===== config.mk =====
export PLATFORM = sky130hd
export DESIGN_NAME = intr_ctrl
export DESIGN_NICKNAME = d
export VERILOG_FILES = /design/src/rtl/intr_ctrl.sv
export SDC_FILE = /design/constraint.sdc
export NUM_CORES = 1
export LEC_CHECK = 0
export CAP_MARGIN = 5
export CORE_ASPECT_RATIO = 1.1
export CORE_MARGIN = 2
export CORE_UTILIZATION = 40
export CTS_CLUSTER_DIAMETER = 60
export CTS_CLUSTER_SIZE = 12
export DETAILED_ROUTE_END_ITERATION = 12
export PLACE_DENSITY = 0.64
export SLEW_MARGIN = 30
export SYNTH_ARGS = -nofsm -noshare
export SYNTH_HDL_FRONTEND = slang
export SYNTH_SLANG_ARGS = --single-unit

===== constraint.sdc =====
create_clock -name irq_clk -period 2 [get_ports irq_clk]
set_input_delay 0.6 -clock irq_clk [delete_from_list [all_inputs] [get_ports irq_clk]]
set_output_delay 0.6 -clock irq_clk [all_outputs]
set_load 0.02 [all_outputs]

===== src/rtl/intr_ctrl.sv =====
// intr_ctrl: four-line edge-triggered interrupt controller with fixed priority
// (EXTI1 highest, EXTI8 lowest), a per-source mask and an IDLE/REQ/SERVICE handshake.
// Optional single-level preemption is compiled in with `define INTR_NESTING_EN.
module intr_ctrl #(
  parameter int unsigned SYNC_STAGES = 2  // legal range 2..3
) (
  input  logic       irq_clk,
  input  logic       init_n,
  input  logic       EXTI1_n,
  input  logic       EXTI2_n,
  input  logic       EXTI4_n,
  input  logic       EXTI8_n,
  input  logic [3:0] sigma_bus,
  input  logic       mask_wr,
  input  logic       int_ack,
  input  logic       eoi,
  output logic       int_req,
  output logic [3:0] int_vec,
  output logic [3:0] pending,
  output logic [3:0] mask,
  output logic       in_service
);

  localparam int unsigned N_SRC = 4;
  // Edge detection stays disarmed until the synchronizer and history flop have
  // been flushed with real samples, so a line already low at reset release is ignored.
  localparam int unsigned ARM_W = SYNC_STAGES + 1;

  typedef enum logic [1:0] {S_IDLE, S_REQ, S_SERVICE} state_t;

  state_t                              state;
  logic [N_SRC-1:0]                    line_raw;
  logic [SYNC_STAGES-1:0][N_SRC-1:0]   sync_q;
  logic [N_SRC-1:0]                    hist_q;
  logic [ARM_W-1:0]                    arm_q;
  logic [N_SRC-1:0]                    fall_vec;
  logic [N_SRC-1:0]                    eligible;
  logic [N_SRC-1:0]                    top_vec;
  logic [N_SRC-1:0]                    clr_vec;
`ifdef INTR_NESTING_EN
  logic [N_SRC-1:0]                    save_vec;
  logic                                save_valid;
  logic                                nest_hit;
`endif

  assign line_raw = {EXTI8_n, EXTI4_n, EXTI2_n, EXTI1_n};

  // Synchronizer chain, history flop and post-reset arming shift register.
  always_ff @(posedge irq_clk or negedge init_n) begin
    if (!init_n) begin
      sync_q <= '1;
      hist_q <= '1;
      arm_q  <= '0;
    end else begin
      sync_q <= {sync_q[SYNC_STAGES-2:0], line_raw};
      hist_q <= sync_q[SYNC_STAGES-1];
      arm_q  <= {arm_q[ARM_W-2:0], 1'b1};
    end
  end

  // Falling-edge events, eligibility and highest-priority pick (lowest set bit).
  always_comb begin
    fall_vec = '0;
    if (&arm_q) fall_vec = hist_q & ~sync_q[SYNC_STAGES-1];
    eligible = pending & ~mask;
    top_vec  = eligible & (~eligible + N_SRC'(1));
  end

  // Pending bits cleared by an accepted request; a same-cycle new edge still wins.
  always_comb begin
    clr_vec = '0;
    if (state == S_REQ && int_ack) clr_vec = int_vec;
`ifdef INTR_NESTING_EN
    if (state == S_SERVICE && int_req && int_ack) clr_vec = int_vec;
    nest_hit = (top_vec != '0) && (top_vec < int_vec) && !save_valid && !int_req;
`endif
  end

  // Request/service state machine with registered status outputs.
  always_ff @(posedge irq_clk or negedge init_n) begin
    if (!init_n) begin
      state      <= S_IDLE;
      pending    <= '0;
      mask       <= '1;
      int_vec    <= '0;
      int_req    <= 1'b0;
      in_service <= 1'b0;
`ifdef INTR_NESTING_EN
      save_vec   <= '0;
      save_valid <= 1'b0;
`endif
    end else begin
      pending <= (pending & ~clr_vec) | fall_vec;
      if (mask_wr) mask <= sigma_bus;
      case (state)
        S_IDLE: begin
          if (eligible != '0) begin
            state   <= S_REQ;
            int_vec <= top_vec;
            int_req <= 1'b1;
          end
        end
        S_REQ: begin
          if (int_ack) begin
            state      <= S_SERVICE;
            int_req    <= 1'b0;
            in_service <= 1'b1;
          end
        end
        S_SERVICE: begin
`ifdef INTR_NESTING_EN
          if (int_req && int_ack) begin
            // Preemption accepted; if the running handler also ended, nothing to save.
            int_req    <= 1'b0;
            save_valid <= !eoi;
          end else if (eoi) begin
            if (int_req) begin
              // Handler ended before the preempting request was taken: plain request.
              state      <= S_REQ;
              in_service <= 1'b0;
            end else if (save_valid) begin
              int_vec    <= save_vec;
              save_valid <= 1'b0;
            end else begin
              state      <= S_IDLE;
              int_vec    <= '0;
              in_service <= 1'b0;
            end
          end else if (nest_hit) begin
            save_vec <= int_vec;
            int_vec  <= top_vec;
            int_req  <= 1'b1;
          end
`else
          if (eoi) begin
            state      <= S_IDLE;
            int_vec    <= '0;
            in_service <= 1'b0;
          end
`endif
        end
        default: begin
          state      <= S_IDLE;
          int_vec    <= '0;
          int_req    <= 1'b0;
          in_service <= 1'b0;
        end
      endcase
    end
  end

endmodule


Word level (Yosys, flattened, before mapping)
Cells that the tools add are included.
- logic and storage cells: 51
- output and inout port bits: 14
- register bits: 31
- reduce and logical (&&, ||, !) cells: 8
- bitwise operators: 12
- mux-type cells: 15
- eq/ne operators: 5
- add/sub/neg operators: 1
- operators by type and width (operator ; number):
    bitwise AND 4 bit ; 4
    2-to-1 mux 4 bit ; 4
    NOT 4 bit ; 4
    AND reduction 3 bit ; 5
    one-hot mux 4 bit (3 select lines) ; 1
    2-to-1 mux 2 bit ; 3
    inequality test 2 bit (second input constant) ; 3
    one-hot mux 1 bit (3 select lines) ; 2
    one-hot mux 2 bit (3 select lines) ; 1
    adder 4 x 1 -> 4 bit (second input constant) ; 1
    2-to-1 mux 1 bit ; 4
    bitwise OR 4 bit ; 1
    nonzero test 4 bit ; 1
    NOT 1 bit ; 3
    equality test 2 x 1 -> 1 bit (second input constant) ; 1
    equality test 2 bit (second input constant) ; 1
    logical NOT 2 bit ; 1
    logical AND 1 bit ; 1

Longest topological paths before layout
Gate-level depths: netlist of run 1.
- word-level depth: 7
- gate-level depth with buffers: 5
- gate-level depth less buffers: 4

Worst setup path before layout of run 1
OpenSTA, ideal clock, no wires.
- path type: register to register
- start point: register mask[0]
- end point: register int_vec[2]
- setup slack: 654 ps
- required time: 1918 ps
- buffers on the path: 0
- period minus slack after synthesis: 1346 ps
- setup time: 82 ps
- cell stages (with the launch flop): 5
- data arrival time: 1263 ps
- path through: dfstp_2 and2b_2 nor3_1 a31oi_1 o22ai_1
- cells in the longest elaborated chain, start to end: 7
- elaborated cells on any way between the ends: 10
- classes of those cells: add/sub: 1; eq/ne: 1; mux: 2; bitwise: 4; reduce/logical: 2
- RTL lines (element ; RTL line ; source):
    from (decl) ; 20 ; output logic [3:0] mask,
    from (signal assigned) ; 94 ; if (mask_wr) mask <= sigma_bus;
    NOT 4 bit * ; 65 ; eligible = pending & ~mask;
    bitwise AND 4 bit * ; 65 ;
    NOT 4 bit ; 66 ; top_vec = eligible & (~eligible + N_SRC'(1));
    adder 4 x 1 -> 4 bit ; 66 ;
    bitwise AND 4 bit ; 66 ;
    2-to-1 mux 4 bit ; 97 ; if (eligible != '0) begin
    one-hot mux 4 bit (3 select lines) ; 95 ; case (state)
    to (signal assigned) ; 99 ; int_vec <= top_vec;
    to (decl) ; 18 ; output logic [3:0] int_vec,
Mark *: on every way between the ends. The rest lies on a longest branch, timed or not. The select of a mux whose other input is x is not followed.
A chain may end at the register's enable or synchronous reset.

Worst setup path in the final report of run 1
- start point: register int_vec[3]
- end point: output port int_vec[3]
No word-level cell between the ends.

==> results.md, run 1 <==
* Slowest-stage cell, CP: clkdlybuf4s50_1
* Post-DP Area at 0.00146 sq mm
* Met2 wire len at around 970 um
* CTS sink count at 31
* Most frequent cells in the layout: clkdlybuf4s50_1 (18), dfstp_2 (16), dfrtp_1 (15), nand2_1 (10), inv_1 (7)
* Hold buffers post-CTS at 0
* Pwr Density at 1310 mW/mm^2
* Placer Congestion at 0.731
* # DRC at 0
* Clock Skews at 3.05 ps
* CTS tree: done
* Crit. Startpoint: int_vec[3]
* CTS clk-pin slew, worst paths at 90 ps
* Slew Limit Fails at 0
* Minimum clock period at 1930 ps
* Seq pwr share at ~46%
* Syn Inst Count at 86
* Port bufs at 26
* Mapped Area at ~0.0012 sq mm
* Period utilization at a little over nine tenths
* Final nets at 131
* Clk pwr share at between 10% and 20%
* Routed Antenna Nets at 0
* # rows at 20
* Final setup fails at 0
* Status: complete, no violations
* Die area at 0.00337 sq mm
* Final core utilization at 54.6%
* Buf/Inv on CP at 1
* Max layer used: met4
* Lkg Pwr at between 0.6 and 0.7 nW
* Sequential cell area fraction in the yosys report at 68.1%
* Critical Path End Type: output pin
* Crit path max-delay family: buffers and inverters
* Hold crit path type: reg -> reg
* Most common cell after layout, fill and taps aside: clkdlybuf4s50_1
* Vias/cell at approximately 4.7
* Total routed wirelength at roughly 1.9 mm
* Met3 Wirelength at between 100 and 150 um
* Peak supply drop at 0.772 mV
* CP startpoint kind: register
* Placed Instances at 144
* Fin Setup TNS at 0 ps
* Combinational Power Share at 37.0%
* Peak Freq at about 0.52 GHz
* Yosys warns at 0
* Initial antenna violation count at 0
* Final Hold Viols at 0
* Final Total Pwr at about 2.0 mW
* Switch Pwr at approximately 0.7 mW
* Critical Path AT at roughly 1300 ps
* Initial Utilization at between 40% and 50%
* Vias in the first global route at 728
* Longest Clk Path Bufs at 2
* Net count after synthesis at 99
* Critical Path, Cell by Cell: clkdlybuf4s50_1
* Library cells used by synthesis at 28
* CP Class: reg -> out
* DR iter-0 viols at 10
* Die width at approximately 56 um
* DP HPWL at 1.43 mm
* RSZ-0062 raised after global routing: false
* Core area at around 0.0028 sq mm
* Fill count at 242
* Critical Path Fanout Max at 3
* P_int at ~1.3 mW
* Total gr overflow at 0
* Net Sw Frac at between 30% and 40%
* Max-cap viol count at 0
* Wl on met1 at just over 800 um
* Largest net degree at the start of global routing at 32
* Layout area overhead at 29.9%
* Worst endpoint required time at approximately 1400 ps
* Synthesized area per cell at approximately 14 sq um
* Vias post-DR at 717
* Total iterations of the first detailed-routing run at 4
* Total I/O pin count at 27
* Hold_sp: sync_q[2]
* Slowest stage delay, CP at about 620 ps
* Die Y at around 61 um
* Final cell count without fillers at roughly 150
* Routed length per instance at between 10 and 15 um
* Fin area at between 0.0015 and 0.002 sq mm
* Post-CTS setup buffer count at 0
* Total CTS buffers at 5
* Total Routing Usage GR at a little over an eighth
* R2r startpoint: mask[0]
* Clk Latency, worst-skew pair at 320 ps
* CTS Root Cell: clkbuf_4
* Clock H-tree levels at 2
* Diodes inserted at 0
* Register bit count reported by yosys at 31
* Layout cells sized above 1 at a little under a third
* First-pass GRT wire length at roughly 3.3 mm
final cells by class:
| cell class | count | area [sq um] | area share, % |
|---|---|---|---|
| tap | 33 | 41.3 | 2.72 |
| clock inverter | 2 | 12.5 | 0.824 |
| sequential | 31 | 796 | 52.4 |
| multi-input combinational | 46 | 328 | 21.6 |
| clock buffer | 6 | 41.3 | 2.72 |
| timing repair buffer | 27 | 273 | 18.0 |
| inverter | 7 | 26.3 | 1.73 |
cell usage after synthesis:
cell | n | share of area (%)
o21a_4 | 1 | 1.3
a31oi_1 | 1 | 0.54
buf_4 | 1 | 0.64
dfstp_2 | 16 | 36
nor3_1 | 1 | 0.43
conb_1 | 1 | 0.32
a211oi_1 | 1 | 0.64
o2bb2ai_1 | 1 | 0.75
nand2_1 | 10 | 3.2
and2b_2 | 2 | 1.5
and3_1 | 1 | 0.54
inv_1 | 7 | 2.2
o21ai_2 | 1 | 0.75
dfrtp_1 | 15 | 32
o22ai_1 | 1 | 0.54
a22o_1 | 1 | 0.75
a32o_2 | 1 | 0.96
a32o_1 | 4 | 3.4
nand4b_4 | 1 | 2.0
or3b_4 | 1 | 0.96
a21oi_1 | 1 | 0.43
buf_6 | 1 | 0.96
nand2b_1 | 1 | 0.54
nor2_1 | 4 | 1.3
o21ai_0 | 5 | 2.1
o31ai_1 | 1 | 0.64
or2b_2 | 2 | 1.5
mux2_2 | 3 | 2.9
path summary, 6_finish.rpt:
check | cells past startpoint | slack [ps] | to
hold reg to reg | 0 | 360 | sync_q[6]
setup / recovery | 1 | 70 | int_vec[3]
setup reg to reg | 4 | 520 | int_vec[2]
max in group asynchronous | 2 | 1030 | sync_q[7]
hold / removal | 0 | 360 | sync_q[6]
min in group asynchronous | 2 | 650 | state[1]
power by group through the flow:
stage / Combinational, mW / Clock [mW] / Sequential [mW]
6_report: 0.735 / 0.341 / 0.911
5_1_grt: 0.798 / 0.393 / 0.941
4_1_cts: 0.754 / 0.363 / 0.919
3_3_place_gp: 0.748 / 0 / 0.927
2_1_floorplan: 0.398 / 0 / 0.992
3_5_place_dp: 0.757 / 0 / 0.929
per-stage QoR:
step	setup slack [ps]	hold slack (ps)
after CTS	20.5	362
after global placement	163	345
after global routing	0.0819	369
final	68.8	361
after detailed placement	135	348
after floorplan	654	304
kinds of logic (layout without fill, tap and decap cells):
logic type,count (synthesis),after routing,share of synthesized area (%)
multiplexers,3,3,2.89
other,1,1,0.321
flip-flops,31,31,68.1
AO/OA/AOI/OAI,19,19,12.8
buffers and inverters,9,42,3.85
AND/OR/NAND/NOR,23,23,12.0
worst register-to-register path, cell delays in order, from the launching register on:
cell and delay, ps:
dfstp_2 540, and2b_2 230, nor3_1 340, a31oi_1 150
o22ai_1 140
state kept, by name, summed over array words and instances (netlist names), 2 cells and up:
name,count
sync_q,8
pending,4
int_vec,4
hist_q,4
state,2
arm_q,3
mask,4
per-layer routing:
| metal | vias to the layer above | GRT usage [%] |
|---|---|---|
| met3 | 5 | 6.82 |
| met4 | 0 | 7.32 |
| met1 | 334 | 14.6 |
| li1 | 359 | - |
| met2 | 19 | 22.6 |
| met5 | - | 0 |
timing repair:
action,4_1_cts,5_1_grt
endpoints found under the setup margin,4,4
pin swaps,0,0
resized for setup,4,4
Power figures use the tool's default switching activity.
==> run 2: changes to the inputs <==
Settings changed: CTS_CLUSTER_SIZE 12 to not set.
==> results of run 2 <==
Same layout as run 1: the final DEF is identical, and so are final timing and power.
==> run 3: changes to the inputs <==
Settings changed: CORE_UTILIZATION 40 to 25, MAX_ROUTING_LAYER set to met4, PLACE_DENSITY 0.64 to 0.44.
Clock period 2 ns to 2.3 ns, I/O delays scaled along.
==> results.md, run 3 (synthesis results as in run 1) <==
* Fin area at 0.00158 sq mm (+4.0%)
* Hold EP: sync_q[6]
* Most frequent cells in the layout: clkdlybuf4s50_1 (26), dfstp_2 (16), dfrtp_1 (15), nand2_1 (10), inv_1 (7)
* Final Hold Viols at 0 (unchanged)
* Die area at 0.00524 sq mm (+55%)
* Slowest-stage cell, CP: clkdlybuf4s50_1
* Diodes inserted at 0 (unchanged)
* Max FFs per register at 8 (unchanged)
* Slowest stage delay, CP at 600 ps (-20 ps)
* DR iter-0 viols at 55 (+45)
* Buf/Inv on CP at 1 (unchanged)
* Wl on met1 at 951 um (+16%)
* Met2 wire len at 1.02 mm (+5.3%)
* Routed length per instance at 12.4 um (-3.5%)
* Fin Setup TNS at 0 ps (unchanged)
* Critical Path AT at 1430 ps (+100 ps)
* Most common cell after layout, fill and taps aside: clkdlybuf4s50_1
* Worst r2r path cells at 4 (unchanged)
* Peak Freq at roughly 0.47 GHz
* Lkg Pwr at 0.659 nW (-3.4%)
* Crit path max-delay family: buffers and inverters
* Total CTS buffers at 5 (unchanged)
* Die Y at 75.7 um (+25%)
* CTS sink count at 31 (unchanged)
* Final nets at 131 (unchanged)
* CP Class: reg -> out
* Final setup fails at 0 (unchanged)
* Layout cells sized above 1 at 30.3% (unchanged)
* Total iterations of the first detailed-routing run at 4 (unchanged)
* Period utilization at between 90% and 100%
* Initial antenna violation count at 0 (unchanged)
* Die width at 69.2 um (+25%)
* Final cell count without fillers at 175 (+15%)
* Vias/cell at 4.20 (-11%)
* Status: complete, no violations
* CTS clk-pin slew, worst paths at 60 ps (-30 ps)
* CP startpoint kind: register
* Port bufs at 26 (unchanged)
* Hold_sp: sync_q[2]
* Clock Skews at 6.89 ps (+3.84 ps)
* Critical Path, Cell by Cell: clkdlybuf4s50_1
* Slew Limit Fails at 0 (unchanged)
* Max-cap viol count at 0 (unchanged)
* # DRC at 0 (unchanged)
* RSZ-0062 raised after global routing: false
* Critical Path Fanout Max at 3 (unchanged)
* R2r startpoint: mask[0]
* Total gr overflow at 0 (unchanged)
* Core area at 0.00459 sq mm (+65%)
* Placed Instances at 167 (+16%)
* Total I/O pin count at 27 (unchanged)
* Initial Utilization at 25.5% (-17 points)
* Reg-to-reg slack, setup at 910 ps (+390 ps)
* Pwr Density at 1190 mW/mm^2 (-8.9%)
* First-pass GRT wire length at 3.73 mm (+13%)
* Vias in the first global route at 793 (+8.9%)
* Routed Antenna Nets at 0 (unchanged)
* Worst endpoint required time at 1610 ps (+210 ps)
* Longest Clk Path Bufs at 2 (unchanged)
* Minimum clock period at approximately 2100 ps
* Critical Path End Type: output pin
* Clock H-tree levels at 2 (unchanged)
* Met3 Wirelength at 125 um (+4.2%)
* Peak supply drop at 0.362 mV (-53%)
* Placer Congestion at 0.762 (+4.3%)
* Largest net degree at the start of global routing at 32 (unchanged)
* Clk Latency, worst-skew pair at 280 ps (-40 ps)
* Layout area overhead at 35.1%
* Total routed wirelength at 2.16 mm (+11%)
* Hold_ws at 355 ps (-5.98 ps)
* CTS tree: done
* Total Routing Usage GR at 10.0% (-3.6 points)
* Vias post-DR at 735 (+2.5%)
* Hold path cells at 0 (unchanged)
* # rows at 26 (+30%)
* Post-cts sizing count at 0 (-4)
* Critical path depth at 1 (unchanged)
* Reg2reg end: int_vec[2]
* Post-DP Area at 0.00149 sq mm (+2.0%)
* DP HPWL at 1.56 mm (+9.0%)
* Hold buffers post-CTS at 0 (unchanged)
* Hold crit path type: reg -> reg
* Max layer used: met4
* CTS Root Cell: clkbuf_8
* Post-CTS setup buffer count at 0 (unchanged)
* Largest Register: sync_q
-- run 3: metal layers --
layer	vias up	GRT usage, %
li1	356	-
met1	351	10.9
met2	20	15.4
met3	8	3.57
met4	0	7.19
met5	-	-
-- run 3: metrics by stage --
step	total power, mW	util [%]	setup slack [ps]
after global placement	1.46	32.4	357
final	1.88	34.4	182
after global routing	2.02	34.4	131
after detailed placement	1.47	32.4	329
after floorplan	1.21	-	879
after CTS	1.91	34.4	168
-- run 3: how the worst max path moves through the flow --
stage,endpoint,from
2_1_floorplan,int_vec[0],eoi
3_3_place_gp,pending[3],int_ack
3_5_place_dp,pending[0],int_ack
4_1_cts,mask[1],mask[1]
5_1_grt,mask[3],mask[3]
6_report,mask[1],mask[1]
-- run 3: final cells by class --
| cell class | instances | area (sq um) |
|---|---|---|
| Sequential cell | 31 | 796 |
| Clock buffer | 7 | 86.3 |
| Fill cell | 436 | 3010 |
| Timing Repair Buffer | 27 | 268 |
| Inverter | 7 | 26.3 |
| Multi-Input combinational cell | 46 | 328 |
| Tap cell | 56 | 70.1 |
| Clock inverter | 1 | 5.00 |
-- run 3: power by group --
part | internal, mW | total, mW | switching [mW] | leakage [nW]
Clock | 0.241 | 0.434 | 0.193 | 0.0482
Combinational | 0.336 | 0.647 | 0.311 | 0.261
Sequential | 0.678 | 0.804 | 0.126 | 0.350
